$ cat config.mk
export PLATFORM = sky130hd
export DESIGN_NAME = mux_32_to_1
export DESIGN_NICKNAME = d
export VERILOG_FILES = /design/src/rtl/mux_32_to_1.sv
export SDC_FILE = /design/constraint.sdc
export NUM_CORES = 1
export LEC_CHECK = 0
export CORE_AREA = 2 2 424 426
export CTS_CLUSTER_DIAMETER = 80
export DETAILED_ROUTE_END_ITERATION = 16
export DIE_AREA = 0 0 426 428
export PLACE_DENSITY = 0.3
export REMOVE_ABC_BUFFERS = 1
export SKIP_CTS_REPAIR_TIMING = 1
export SLEW_MARGIN = 20
export SYNTH_ARGS = -nofsm -noshare
export SYNTH_HDL_FRONTEND = slang
export SYNTH_SLANG_ARGS = --single-unit
$ cat constraint.sdc
create_clock -name clk_i -period 5.8 [get_ports clk_i]
set_clock_uncertainty 0.15 [all_clocks]
set_input_delay 1.16 -clock clk_i [delete_from_list [all_inputs] [get_ports clk_i]]
set_output_delay 1.16 -clock clk_i [all_outputs]
set_load 0.005 [all_outputs]
$ cat src/rtl/mux_32_to_1.sv
// 32:1 WIDTH-bit word selector with a combinational output and a one-cycle registered copy.
// Optional build macro MUX_PARITY_EN adds combinational and registered parity outputs.
module mux_32_to_1 #(
  parameter int WIDTH = 32
) (
  input  logic             clk_i,
  input  logic             rst_i,
  input  logic [WIDTH-1:0] d0,
  input  logic [WIDTH-1:0] d1,
  input  logic [WIDTH-1:0] d2,
  input  logic [WIDTH-1:0] d3,
  input  logic [WIDTH-1:0] d4,
  input  logic [WIDTH-1:0] d5,
  input  logic [WIDTH-1:0] d6,
  input  logic [WIDTH-1:0] d7,
  input  logic [WIDTH-1:0] d8,
  input  logic [WIDTH-1:0] d9,
  input  logic [WIDTH-1:0] d10,
  input  logic [WIDTH-1:0] d11,
  input  logic [WIDTH-1:0] d12,
  input  logic [WIDTH-1:0] d13,
  input  logic [WIDTH-1:0] d14,
  input  logic [WIDTH-1:0] d15,
  input  logic [WIDTH-1:0] d16,
  input  logic [WIDTH-1:0] d17,
  input  logic [WIDTH-1:0] d18,
  input  logic [WIDTH-1:0] d19,
  input  logic [WIDTH-1:0] d20,
  input  logic [WIDTH-1:0] d21,
  input  logic [WIDTH-1:0] d22,
  input  logic [WIDTH-1:0] d23,
  input  logic [WIDTH-1:0] d24,
  input  logic [WIDTH-1:0] d25,
  input  logic [WIDTH-1:0] d26,
  input  logic [WIDTH-1:0] d27,
  input  logic [WIDTH-1:0] d28,
  input  logic [WIDTH-1:0] d29,
  input  logic [WIDTH-1:0] d30,
  input  logic [WIDTH-1:0] d31,
  input  logic [4:0]       s,
  output logic [WIDTH-1:0] y_o,
  output logic [WIDTH-1:0] y_r_o,
  output logic [4:0]       s_r_o
`ifdef MUX_PARITY_EN
  ,
  output logic             p_o,
  output logic             p_r_o
`endif
);

  logic [WIDTH-1:0] d_arr [32];
  logic [WIDTH-1:0] y_p0;
  logic [WIDTH-1:0] y_p1;
  logic [4:0]       s_p1;

  assign d_arr = '{d0,  d1,  d2,  d3,  d4,  d5,  d6,  d7,
                   d8,  d9,  d10, d11, d12, d13, d14, d15,
                   d16, d17, d18, d19, d20, d21, d22, d23,
                   d24, d25, d26, d27, d28, d29, d30, d31};

  // Stage p0: combinational select, every 5-bit code maps to a real input
  assign y_p0 = d_arr[s];
  assign y_o  = y_p0;

  // Stage p1: registered copy of the selected word and the index that chose it
  always_ff @(posedge clk_i) begin
    if (rst_i) begin
      y_p1 <= '0;
      s_p1 <= '0;
    end else begin
      y_p1 <= y_p0;
      s_p1 <= s;
    end
  end

  assign y_r_o = y_p1;
  assign s_r_o = s_p1;

`ifdef MUX_PARITY_EN
  logic par_p1;

  assign p_o = ^y_p0;

  always_ff @(posedge clk_i) begin
    if (rst_i) par_p1 <= 1'b0;
    else       par_p1 <= ^y_p0;
  end

  assign p_r_o = par_p1;
`endif

endmodule

==> flow_metrics.env <==
export IMPL_final_setup_worst_slack_ns=0.133
export IMPL_ys_dominant_reg_cell="sky130_fd_sc_hd__dfxtp_1"
export IMPL_hp_start="rst_i"
export IMPL_maxSlewViolCount=0
export IMPL_yosys_top_cells_area="sky130_fd_sc_hd__mux2i_1, sky130_fd_sc_hd__a22oi_1, sky130_fd_sc_hd__dfxtp_1"
export IMPL_achievable_frequency_ghz=0.176
export IMPL_gr_usage_met2_pct=25.0
export IMPL_async_set_reset_flop_share_out_of_synthesis_pct=0
export IMPL_detail_route_first_pass_iterations=5
export IMPL_synth_common_cells="sky130_fd_sc_hd__mux2i_1, sky130_fd_sc_hd__a22oi_1, sky130_fd_sc_hd__a21oi_1"
export IMPL_route_detailed_vias_per_inst=3.14
export IMPL_yosysUniqueCellTypes=17
export IMPL_critical_path_rt_ns=4.49
export IMPL_status="completed"
export IMPL_syn2layout_area_growth_pct=146
export IMPL_critical_path_depth=8
export IMPL_post_synth_inst_count=1139
export IMPL_synth_enable_flop_cells=0
export IMPL_cts_inserted_buffers=5
export IMPL_end_kind="primary output"
export IMPL_synth_most_common_cell="sky130_fd_sc_hd__mux2i_1"
export IMPL_worst_slew_pin_slew_ns=0.854
export IMPL_synth_seq_area_share_pct=7.49
export IMPL_overflow=0
export IMPL_htreeDepth=2
export IMPL_io_pins=1100
export IMPL_totalPowerFinal_uw=2530
export IMPL_die_height_um=428
export IMPL_cts_root_buffer_cell="sky130_fd_sc_hd__clkbuf_16"
export IMPL_criticalPathCategory="input pin to primary output"
export IMPL_drt_iter0_drc=713
export IMPL_yosys_area_top_type="sky130_fd_sc_hd__mux2i_1"
export IMPL_final_fill_count=20400
export IMPL_holdCritPathClass="input pin to register"
export IMPL_cp_start_kind="input pin"
export IMPL_switching_share_pct=40.3
export IMPL_num_vias=14400
export IMPL_antenna_violations_before_repair=75
export IMPL_global_route_usage_met1_pct=16.5
export IMPL_grt_pass1_vias=15200
export IMPL_initial_utilization_pct=5.57
export IMPL_final_hold_viol_count=0
export IMPL_register_bit_count_reported_by_yosys=37
export IMPL_globalplace_congestion=0.877
export IMPL_place_detailed_hpwl_um=114000
export IMPL_tritoncts_clock_tree="done"
export IMPL_worst_slew_margin_rel_pct=41.5
export IMPL_critPathBufInv=4
export IMPL_route_detailed_drc=0
export IMPL_power_switching_uw=1020
export IMPL_internal_power_uw=1510
export IMPL_synth_area_um2=9890
export IMPL_grt_pass1_wl_um=163000
export IMPL_clkSlewWorstSetupHoldPaths_ns=0.09
export IMPL_dp_worst_setup_slack_ns=-0.273
export IMPL_cts_buffer_depth=2
export IMPL_worstHoldPathCells=2
export IMPL_final_setup_viol_count=0
export IMPL_crit_family="buffers and inverters"
export IMPL_die_w_um=426
export IMPL_clock_sinks=37
export IMPL_share_of_layout_cells_above_drive_strength_1_pct=6.74
export IMPL_path_cells="clkdlybuf4s50_1 > nor2b_4 > buf_12 > a22oi_1 > a21oi_1 > nor4_4 > buf_4 > clkdlybuf4s50_1"
export IMPL_final_min_clock_period_ns=5.67
export IMPL_wl_per_cell_um=28.5
export IMPL_power_frac_clock_pct=15.4
export IMPL_pwr_density_cell_nw_per_um2=104
export IMPL_leakagePower_uw=0.00910
export IMPL_grt_setup_unrepaired="true"
export IMPL_drt_wl_total_um=131000
export IMPL_synthDominantCellAreaShare_pct=51.8
export IMPL_share_comb_of_total_power_pct=73.2
export IMPL_critical_path_arrival_ns=4.36
export IMPL_timing_critical_path_fanout_max=48
export IMPL_grt_max_degree=50
export IMPL_grt_usage_pct=13.7
export IMPL_seq_power_share_pct=11.4
export IMPL_globalRoute_busiestLayer="met2"
export IMPL_port_buffer_count=1099
export IMPL_critical_path_slowest_cell="sky130_fd_sc_hd__clkdlybuf4s50_1"
export IMPL_number_of_nets_in_the_layout=3243
export IMPL_yosysWarnings=0
export IMPL_period_share_pct=97.7
export IMPL_worst_path_most_repeated_cell="sky130_fd_sc_hd__clkdlybuf4s50_1"
export IMPL_floorplan_die_area_um2=182000
export IMPL_max_cap_violations=0
export IMPL_worst_path_largest_cell_delay_ns=0.86
export IMPL_vdd_ir_drop_worst_uv=118
export IMPL_syn_avg_cell_area_um2=8.68
export IMPL_groute_layer_met3_usage_pct=3.46
export IMPL_core_area_um2=178000
export IMPL_rows=155
export IMPL_antenna_left=0
export IMPL_worstSetupEndpoint="y_o[11]"
export IMPL_cp_startpoint="s[2]"
[layout make-up]
type	count	area [µm²]	share of cell area, %
timing repair buffer	1195	12000	49.3
multi-input combinational	973	8460	34.8
tap	2355	2950	12.1
sequential	37	741	3.04
clock buffer	7	143	0.586
antenna	18	45.0	0.185
[routing by layer]
metal / routed length [µm] / up-vias
met3: 8350 / 123
met1: 54500 / 6892
met5: 251 / -
li1: - / 6715
met4: 1010 / 42
met2: 66700 / 613
[cells in the final DEF (no fill, tap or decap), drive strengths merged, types with 2 or more instances in the layout]
master and n:
a21oi 128, a22oi 256, buf 101, nor4 32, nor2b 39, clkdlybuf4s50 1094
clkbuf 7, dfxtp 37, mux2i 512, diode 18, nand2b 2
[power by group through the flow]
stage | clock, µW | sequential [µW] | combinational [µW]
finish | 391 | 288 | 1850
global route | 427 | 291 | 1970
CTS | 437 | 289 | 1890
detailed placement | 0 | 295 | 1880
global placement | 0 | 295 | 1890
floorplan | 0 | 297 | 466
[through the flow]
step / instance area (µm²) / setup TNS, ns / hold WS, ns / cells / util (%)
after global routing: 24300 / -0.0796 / 1.25 / 4570 / 13.7
after detailed placement: 24100 / -0.753 / 1.65 / 4560 / 13.6
final: 24300 / 0 / 1.23 / 4585 / 13.7
after floorplan: 9100 / -72.68 / 1.08 / 1010 / -
after CTS: 24200 / -0.798 / 1.24 / 4567 / 13.6
after global placement: 24100 / -0.711 / 1.64 / 4560 / 13.6
[cell families after synthesis]
logic type / count (synthesis) / share of synthesized area (%)
muxes: 512 / 51.8
AOI/OAI and AO/OA: 384 / 25.9
buffers and inverters: 129 / 7.96
and+or+nand+nor: 77 / 6.84
DFF: 37 / 7.49
[state kept, by name, summed over array words and instances (netlist names)]
name / flops
s_r_o: 5
y_r_o: 32
[how the worst min path moves through the flow]
stage                           end  slack [ns]
2_1_floorplan   s_r_o[0]$_SDFF_PP0_        1.08
3_3_place_gp   y_r_o[25]$_SDFF_PP0_        1.64
3_5_place_dp   y_r_o[25]$_SDFF_PP0_        1.65
4_1_cts         s_r_o[1]$_SDFF_PP0_        1.24
5_1_grt         s_r_o[1]$_SDFF_PP0_        1.25
6_report        s_r_o[1]$_SDFF_PP0_        1.23
No activity file was read; power rests on OpenSTA's default activity.
